==> src/rtl/twos_comp_sign_mag_serializer_if.sv <==
// Handshake bundle between the two's-complement source, the serializer and the serial sink.
interface twos_comp_sign_mag_serializer_if #(
  parameter int unsigned WIDTH = 4
);
  logic [WIDTH-1:0] in_data;
  logic             in_valid;
  logic             in_ready;
  logic             ser_out;
  logic             ser_valid;
  logic             ser_ready;
  logic             ser_last;
  logic             sign_out;
  logic [WIDTH-1:0] mag_out;
  logic             done;

  modport master (
    output in_data, in_valid, ser_ready,
    input  in_ready, ser_out, ser_valid, ser_last, sign_out, mag_out, done
  );

  modport slave (
    input  in_data, in_valid, ser_ready,
    output in_ready, ser_out, ser_valid, ser_last, sign_out, mag_out, done
  );
endinterface

==> src/rtl/twos_comp_sign_mag_serializer.sv <==
// Converts a two's-complement word to sign-magnitude and streams it out as
// a sign-first, magnitude-LSB-first frame with ready/valid backpressure.
module twos_comp_sign_mag_serializer #(
  parameter int unsigned WIDTH = 4
) (
  input  logic clk,
  input  logic rst,
  twos_comp_sign_mag_serializer_if.slave bus
);
  localparam int unsigned IDX_W = $clog2(WIDTH + 1);
  localparam logic [IDX_W-1:0] LAST_IDX = IDX_W'(WIDTH);

  typedef enum logic [1:0] {IDLE, SHIFT, DONE} state_t;

  state_t           state, state_next;
  logic [IDX_W-1:0] idx, idx_next;
  logic [WIDTH-1:0] sreg, sreg_next;
  logic             ser_out_next, ser_valid_next, ser_last_next;
  logic             sign_next, done_next, in_ready_next;
  logic [WIDTH-1:0] mag_next;

  logic             accept_c, hs_c, in_sign_c;
  logic [WIDTH-1:0] in_mag_c;

  assign accept_c  = bus.in_valid & bus.in_ready & (state == IDLE);
  assign hs_c      = bus.ser_valid & bus.ser_ready & (state == SHIFT);
  assign in_sign_c = bus.in_data[WIDTH-1];
  // Most-negative input wraps to itself, which reads correctly as an unsigned magnitude.
  assign in_mag_c  = in_sign_c ? WIDTH'(~bus.in_data + WIDTH'(1)) : bus.in_data;

  // State and all output registers
  always_ff @(posedge clk) begin
    if (rst) begin
      state         <= IDLE;
      idx           <= '0;
      sreg          <= '0;
      bus.ser_out   <= 1'b0;
      bus.ser_valid <= 1'b0;
      bus.ser_last  <= 1'b0;
      bus.sign_out  <= 1'b0;
      bus.mag_out   <= '0;
      bus.done      <= 1'b0;
      bus.in_ready  <= 1'b0;
    end else begin
      state         <= state_next;
      idx           <= idx_next;
      sreg          <= sreg_next;
      bus.ser_out   <= ser_out_next;
      bus.ser_valid <= ser_valid_next;
      bus.ser_last  <= ser_last_next;
      bus.sign_out  <= sign_next;
      bus.mag_out   <= mag_next;
      bus.done      <= done_next;
      bus.in_ready  <= in_ready_next;
    end
  end

  // Next-state decode
  always_comb begin
    state_next = state;
    case (state)
      IDLE:    if (accept_c) state_next = SHIFT;
      SHIFT:   if (hs_c && (idx == LAST_IDX)) state_next = DONE;
      DONE:    state_next = IDLE;
      default: state_next = IDLE;
    endcase
  end

  // Next values of datapath and registered outputs
  always_comb begin
    idx_next       = idx;
    sreg_next      = sreg;
    ser_out_next   = bus.ser_out;
    ser_valid_next = bus.ser_valid;
    ser_last_next  = bus.ser_last;
    sign_next      = bus.sign_out;
    mag_next       = bus.mag_out;
    done_next      = 1'b0;
    in_ready_next  = (state_next == IDLE);

    case (state)
      IDLE: begin
        if (accept_c) begin
          sign_next      = in_sign_c;
          mag_next       = in_mag_c;
          sreg_next      = in_mag_c;
          ser_out_next   = in_sign_c;
          ser_valid_next = 1'b1;
          ser_last_next  = 1'b0;
          idx_next       = '0;
        end
      end
      SHIFT: begin
        if (hs_c) begin
          if (idx == LAST_IDX) begin
            ser_out_next   = 1'b0;
            ser_valid_next = 1'b0;
            ser_last_next  = 1'b0;
            done_next      = 1'b1;
            idx_next       = '0;
            sreg_next      = '0;
          end else begin
            ser_out_next  = sreg[0];
            sreg_next     = sreg >> 1;
            idx_next      = idx + IDX_W'(1);
            ser_last_next = ((idx + IDX_W'(1)) == LAST_IDX);
          end
        end
      end
      DONE: begin
        ser_valid_next = 1'b0;
      end
      default: begin
        ser_valid_next = 1'b0;
      end
    endcase
  end
endmodule
==> src/flat_wrapper.sv <==
// flat-port wrapper written by rule: the top's interface ports become plain ports
module twos_comp_sign_mag_serializer_flat 
#(
  parameter int unsigned WIDTH = 4
)
  (clk, rst, bus_in_data, bus_in_valid, bus_ser_ready, bus_in_ready, bus_ser_out, bus_ser_valid, bus_ser_last, bus_sign_out, bus_mag_out, bus_done);
  twos_comp_sign_mag_serializer_if #(.WIDTH(WIDTH)) bus_i ();
  input  logic clk;
  input  logic rst;
  input wire logic [$bits(bus_i.in_data)-1:0] bus_in_data;
  input wire logic [$bits(bus_i.in_valid)-1:0] bus_in_valid;
  input wire logic [$bits(bus_i.ser_ready)-1:0] bus_ser_ready;
  output wire logic [$bits(bus_i.in_ready)-1:0] bus_in_ready;
  output wire logic [$bits(bus_i.ser_out)-1:0] bus_ser_out;
  output wire logic [$bits(bus_i.ser_valid)-1:0] bus_ser_valid;
  output wire logic [$bits(bus_i.ser_last)-1:0] bus_ser_last;
  output wire logic [$bits(bus_i.sign_out)-1:0] bus_sign_out;
  output wire logic [$bits(bus_i.mag_out)-1:0] bus_mag_out;
  output wire logic [$bits(bus_i.done)-1:0] bus_done;
  assign bus_i.in_data = bus_in_data;
  assign bus_i.in_valid = bus_in_valid;
  assign bus_i.ser_ready = bus_ser_ready;
  assign bus_in_ready = bus_i.in_ready;
  assign bus_ser_out = bus_i.ser_out;
  assign bus_ser_valid = bus_i.ser_valid;
  assign bus_ser_last = bus_i.ser_last;
  assign bus_sign_out = bus_i.sign_out;
  assign bus_mag_out = bus_i.mag_out;
  assign bus_done = bus_i.done;
  twos_comp_sign_mag_serializer #(.WIDTH(WIDTH)) u_core (.clk(clk), .rst(rst), .bus(bus_i));
endmodule
==> config.mk <==
export PLATFORM = sky130hd
export DESIGN_NAME = twos_comp_sign_mag_serializer_flat
export DESIGN_NICKNAME = d
export VERILOG_FILES = /design/src/rtl/twos_comp_sign_mag_serializer_if.sv /design/src/rtl/twos_comp_sign_mag_serializer.sv /design/src/flat_wrapper.sv
export SDC_FILE = /design/constraint.sdc
export NUM_CORES = 1
export LEC_CHECK = 0
export CAP_MARGIN = 20
export CORE_MARGIN = 5
export CORE_UTILIZATION = 45
export CTS_CLUSTER_SIZE = 40
export DETAILED_ROUTE_END_ITERATION = 8
export GPL_TIMING_DRIVEN = 0
export MAX_ROUTING_LAYER = met4
export PLACE_DENSITY_LB_ADDON = 0.05
export SYNTH_ARGS = -nofsm -noshare
export SYNTH_HDL_FRONTEND = slang
export SYNTH_SLANG_ARGS = --single-unit
export TNS_END_PERCENT = 1
==> constraint.sdc <==
create_clock -name clk -period 2.5 [get_ports clk]
set_input_delay 0.5 -clock clk [delete_from_list [all_inputs] [get_ports clk]]
set_output_delay 0.5 -clock clk [all_outputs]
set_load 0.1 [all_outputs]
==> flow_metrics.py, run 1 <==
metrics = {
    "outcome": {
        "status": "finished, final reports clean",
    },
    "placement": {
        "dpl.cell_count": 130,
        "io_buffers": 16,
        "routabilityCongestion": 0.726,
        "placed_area_um2": 1020,
        "dpl.hpwl_um": 1330,
    },
    "synth": {
        "synth_edf_count": 0,
        "synth_area_um2": 832,
        "synth_top_area_cell": "dfxtp_1",
        "synthesis.nets": 101,
        "synth_seq_cells": 19,
        "yosys_warnings": 0,
        "async_flop_share": 0,
        "ys_seq_area_frac": 0.457,
        "ys_top_cells_by_area": "dfxtp_1 (46%), ha_1 (6.0%), nor2_1 (5.0%)",
        "ys_types": 24,
        "avgSynthCellArea_um2": 9.35,
        "synthCells": 89,
        "yosysTopAreaCellShare": 0.457,
        "synth_flop_cell": "dfxtp_1",
    },
    "cells_and_area": {
        "final_cell_mix": "dfxtp_1 (19), clkdlybuf4s50_1 (16), nor2_1 (11), nor3_1 (7), a21oi_1 (7)",
        "antenna_cells": 0,
        "mostFrequentLayoutCell": "dfxtp_1",
        "synthToLayoutAreaGrowth_pct": 26.2,
        "drive_above_1_share": 0.0826,
        "design_area_um2": 1050,
        "utilization": 0.601,
        "nNetsFinal": 122,
        "final_cells": 134,
    },
    "sta": {
        "worst_slew_pin_slew_ps": 969,
        "maxSlewViolCount": 0,
        "skew_ps": 3.79,
        "period_needed_ps": 2430,
        "fmax_mhz": 412,
        "rsz0062_at_grt": "no",
        "slew_headroom": 0.352,
        "finalSetupViolations": 0,
        "finalHoldViolations": 0,
        "fin_crit_sh": 0.972,
        "tns_ps": 0,
    },
    "cts": {
        "clk_latency_ps": 290,
        "cts_sinks": 19,
        "path_clk_slew_ps": 100,
        "post_cts_buffers": 0,
        "clock_path_buffers": 2,
        "ctsResizeCount": 0,
        "cts_tree": "yes",
        "cts-root-buf": "clkbuf_4",
        "ctsHoldBuffers": 0,
        "h-tree-depth": 1,
        "cts_buffers": 3,
    },
    "setup_path": {
        "crit_family": "buffers and inverters",
        "critPathBufInv": 1,
        "required_ps": 2000,
        "reg2reg_to": "u_core.sreg[1]",
        "startpoint": "u_core.bus.ser_valid",
        "slowest_stage": "clkdlybuf4s50_1",
        "worstPathArrival_ps": 1930,
        "r2r-start": "u_core.bus.in_ready",
        "r2r_cells": 5,
        "crit_path_cell_trace": "clkdlybuf4s50_1",
        "worstSetupStartpointType": "flop",
        "endpoint_kind": "output pin",
        "cpPeakStageDelay_ps": 1180,
        "crit_type": "flop to output pin",
        "crit_path_max_fanout": 5,
        "reg2reg_slack_ps": 1020,
    },
    "power": {
        "power.density_nw_per_um2": 612,
        "power_leakage_uw": 0.000372,
        "ir_worst_vdd_mv": 0.353,
        "finalPower_uw": 643,
    },
    "hold_path": {
        "hold_path.class": "flop to flop",
        "holdPathEnd": "u_core.bus.ser_last",
        "hp-start": "u_core.bus.ser_last",
        "hold_depth": 2,
    },
    "drt": {
        "ant_nets": 0,
        "totalWireLength_um": 1790,
        "post-route-drc-count": 0,
        "wl_per_cell_um": 13.3,
        "vias_per_cell": 5.18,
        "drt-initial-drc-count": 10,
        "route.vias.total": 694,
        "drt_pre_antenna_iters": 4,
    },
    "global_routing": {
        "grt-ovfl-total": 0,
        "grt_max_degree": 11,
        "grt_pass1_vias": 744,
        "antenna_found_initial": 0,
        "track_usage": 0.159,
        "grt_pass1_wl_um": 3160,
    },
    "floorplanning": {
        "fp.dieW_um": 53,
        "die_y_um": 53,
        "num_rows": 15,
        "start_util": 0.477,
        "io_pins": 18,
        "dieArea_um2": 2810,
        "coreArea_um2": 1750,
    },
    "job": {
        "drv_cap": 0,
    },
}
cells in the mapped netlist, types with 2 or more instances:
cell type and count:
nand2b_1 2, ha_1 4, nand2_1 5, clkbuf_1 2
a221oi_1 2, a21oi_1 7, nand3_1 4, dfxtp_1 19
a211oi_1 3, nand4_1 2, o21ai_0 2, mux2i_1 4
inv_1 6, nor2_1 11, nor3_1 7
worst max path at each step:
stage                                    end  slack (ps)  depth (start not counted)
after CTS                      bus_ser_valid          60                          1
after global placement        u_core.sreg[1]         380                          7
final                          bus_ser_valid          70                          1
after floorplan           u_core.bus.ser_out         450                          5
after detailed placement      u_core.sreg[1]         370                          7
after global routing           bus_ser_valid          20                          1
registers in the layout, indices dropped and copies added (netlist names):
signal	cells
u_core.bus.ser_last	1
u_core.sreg	4
u_core.bus.in_ready	1
u_core.bus.sign_out	1
u_core.bus.ser_out	1
u_core.bus.ser_valid	1
u_core.bus.done	1
u_core.state	2
u_core.idx	3
u_core.bus.mag_out	4
worst min-delay path, delay by kind of cell (launching register included):
family,cells,cell delay (ps)
DFF,1,320
AOI/OAI and AO/OA,1,50
and+or+nand+nor,1,50
per-stage QoR:
step | worst slack, ps | hold slack [ps]
2_1_floorplan | 446 | 436
4_1_cts | 58.4 | 468
6_report | 70.0 | 464
3_3_place_gp | 378 | 446
3_5_place_dp | 371 | 451
5_1_grt | 22.6 | 511
final cells by class:
type | instances | area [um^2]
Buffer | 3 | 15.0
Sequential cell | 19 | 380
Timing Repair Buffer | 16 | 160
Multi-Input combinational cell | 61 | 414
Fill cell | 166 | 696
Tap cell | 25 | 31.3
Inverter | 6 | 22.5
Clock buffer | 4 | 26.3
where the power goes:
part / leakage, uW / internal, uW / switching (uW)
combinational: 0.000203 / 49.5 / 112
sequential: 0.000155 / 318 / 10.5
clock: 0.0000150 / 62.0 / 90.7
total: 0.000372 / 429 / 214
logic make-up (layout without fill, tap and decap cells):
kind of cell / count (synthesis) / after routing / synth area share
fa+ha+maj: 4 / 4 / 0.0602
xor+xnor: 1 / 1 / 0.0105
compound gates: 18 / 18 / 0.177
mux: 4 / 4 / 0.0481
flops: 19 / 19 / 0.457
buf+inv: 9 / 29 / 0.0451
simple gates: 34 / 34 / 0.202
layer usage:
layer	track usage	share of wire
met1	0.181	0.47
met2	0.260	0.48
met3	0.0366	0.046
met4	0.0766	0.0084
met5	-	0
No activity file was read; power rests on OpenSTA's default activity.
==> run 2: changes to the inputs <==
--- a/config.mk
+++ b/config.mk
@@ -6,8 +6,9 @@
 export NUM_CORES = 1
 export LEC_CHECK = 0
 export CAP_MARGIN = 20
+export CORE_ASPECT_RATIO = 0.9
 export CORE_MARGIN = 5
-export CORE_UTILIZATION = 45
+export CORE_UTILIZATION = 34
 export CTS_CLUSTER_SIZE = 40
 export DETAILED_ROUTE_END_ITERATION = 8
 export GPL_TIMING_DRIVEN = 0
==> run 2 against run 1 <==
- critical path depth did not move
- total power rose by 0.33%
- fmax fell by 0.10%
- critical endpoint unchanged
- cell count rose by 2.2%
- global-route usage fell by 4.4 points
- combinational power barely moved
==> flow_metrics.py, run 2 (synthesis gave the netlist of run 1 again) <==
metrics = {
    "sta": {
        "tns_ps": 0,
        "period_needed_ps": 2430,
        "worst_slew_pin_slew_ps": 968,
        "fin_crit_sh": 0.973,
        "finalHoldViolations": 0,
        "worst_slack_ps": 67.5,
        "skew_ps": 1.85,
        "maxSlewViolCount": 0,
        "rsz0062_at_grt": "no",
        "finalSetupViolations": 0,
        "slew_headroom": 0.353,
        "fmax_mhz": 411,
    },
    "global_routing": {
        "grt_pass1_wl_um": 3200,
        "antenna_found_initial": 0,
        "track_usage": 0.115,
        "grt_pass1_vias": 689,
        "grt_max_degree": 11,
        "grt-ovfl-total": 0,
    },
    "setup_path": {
        "crit_family": "buffers and inverters",
        "cpPeakStageDelay_ps": 1180,
        "reg2reg_to": "u_core.bus.ser_out",
        "worstPathArrival_ps": 1930,
        "worstSetupStartpointType": "flop",
        "endpoint_kind": "output pin",
        "crit_path_max_fanout": 5,
        "critPathBufInv": 1,
        "slowest_stage": "clkdlybuf4s50_1",
        "r2r_cells": 5,
        "reg2reg_slack_ps": 1040,
        "crit_path_cell_trace": "clkdlybuf4s50_1",
        "required_ps": 2000,
        "crit_type": "flop to output pin",
        "r2r-start": "u_core.bus.in_ready",
    },
    "hold_path": {
        "holdPathEnd": "u_core.bus.ser_last",
        "hp-start": "u_core.bus.ser_last",
        "hold_depth": 2,
        "hold_path.class": "flop to flop",
    },
    "drt": {
        "wl_per_cell_um": 12.9,
        "drt-initial-drc-count": 9,
        "ant_nets": 0,
        "totalWireLength_um": 1770,
        "post-route-drc-count": 0,
        "route.vias.total": 682,
        "drt_pre_antenna_iters": 4,
        "vias_per_cell": 4.98,
    },
    "cts": {
        "post_cts_buffers": 0,
        "cts_buffers": 3,
        "clock_path_buffers": 2,
        "h-tree-depth": 1,
        "ctsHoldBuffers": 0,
        "ctsResizeCount": 0,
        "path_clk_slew_ps": 100,
        "cts_tree": "yes",
        "cts_sinks": 19,
        "cts-root-buf": "clkbuf_4",
        "clk_latency_ps": 290,
    },
    "cells_and_area": {
        "synthToLayoutAreaGrowth_pct": 26.6,
        "largest_registers": "u_core.bus.mag_out x4, u_core.sreg x4, u_core.idx x3",
        "final_cell_mix": "dfxtp_1 (19), clkdlybuf4s50_1 (16), nor2_1 (11), nor3_1 (7), a21oi_1 (7)",
        "nFillCells": 258,
        "mostFrequentLayoutCell": "dfxtp_1",
        "drive_above_1_share": 0.0826,
        "nNetsFinal": 122,
        "antenna_cells": 0,
    },
    "outcome": {
        "status": "finished, final reports clean",
    },
    "placement": {
        "io_buffers": 16,
        "pre_cts_ws_ps": 382,
        "routabilityCongestion": 0.701,
        "dpl.hpwl_um": 1310,
    },
    "floorplanning": {
        "die_y_um": 56.9,
        "dieArea_um2": 3540,
        "start_util": 0.346,
        "num_rows": 17,
        "fp.dieW_um": 62.1,
        "coreArea_um2": 2400,
        "io_pins": 18,
    },
    "power": {
        "power_leakage_uw": 0.000372,
        "ir_worst_vdd_mv": 0.336,
        "power.density_nw_per_um2": 612,
    },
    "job": {
        "drv_cap": 0,
    },
}
-- run 2: worst max-delay path by stage --
stage	from	to	slack (ps)	depth (start not counted)
after global placement	bus_in_data[0]	u_core.sreg[1]	350	7
after floorplan	u_core.bus.in_ready	u_core.bus.ser_out	450	5
final	u_core.bus.ser_valid	bus_ser_valid	70	1
after global routing	u_core.bus.ser_valid	bus_ser_valid	30	1
after CTS	u_core.bus.ser_valid	bus_ser_valid	50	1
after detailed placement	bus_in_data[0]	u_core.sreg[1]	380	7
-- run 2: final cells by class --
cell class              count  area, um^2  area share
plain buffers               3        15.0      0.0143
clock buffers               4        26.3      0.0249
inverters                   6        22.5      0.0214
multi-input cells          61         414       0.393
flip-flops and latches     19         380       0.361
well taps                  28        35.0      0.0333
repair buffers             16         160       0.152
-- run 2: power by group --
group / switching [uW] / internal (uW)
clock network: 93.3 / 62.1
logic: 112 / 49.6
registers: 10.1 / 318
-- run 2: metrics by stage --
stage	cell area [um^2]	util	power, uW	std cells	hold slack, ps
floorplan	832	-	453	89	436
global placement	1030	0.427	497	133	442
detailed placement	1030	0.427	498	133	451
CTS	1050	0.438	659	137	469
global route	1050	0.438	682	137	509
finish	1050	0.438	645	137	467
-- run 2: routing by layer --
layer  track usage  part of all wire  routed length, um  vias up
met3        0.0472             0.053                 93        2
met2         0.172              0.44                776       13
met4        0.0186            0.0068                 12        0
met1         0.147              0.50                883      310
li1              -                 -                  -      357
met5             -                 0                  0        -
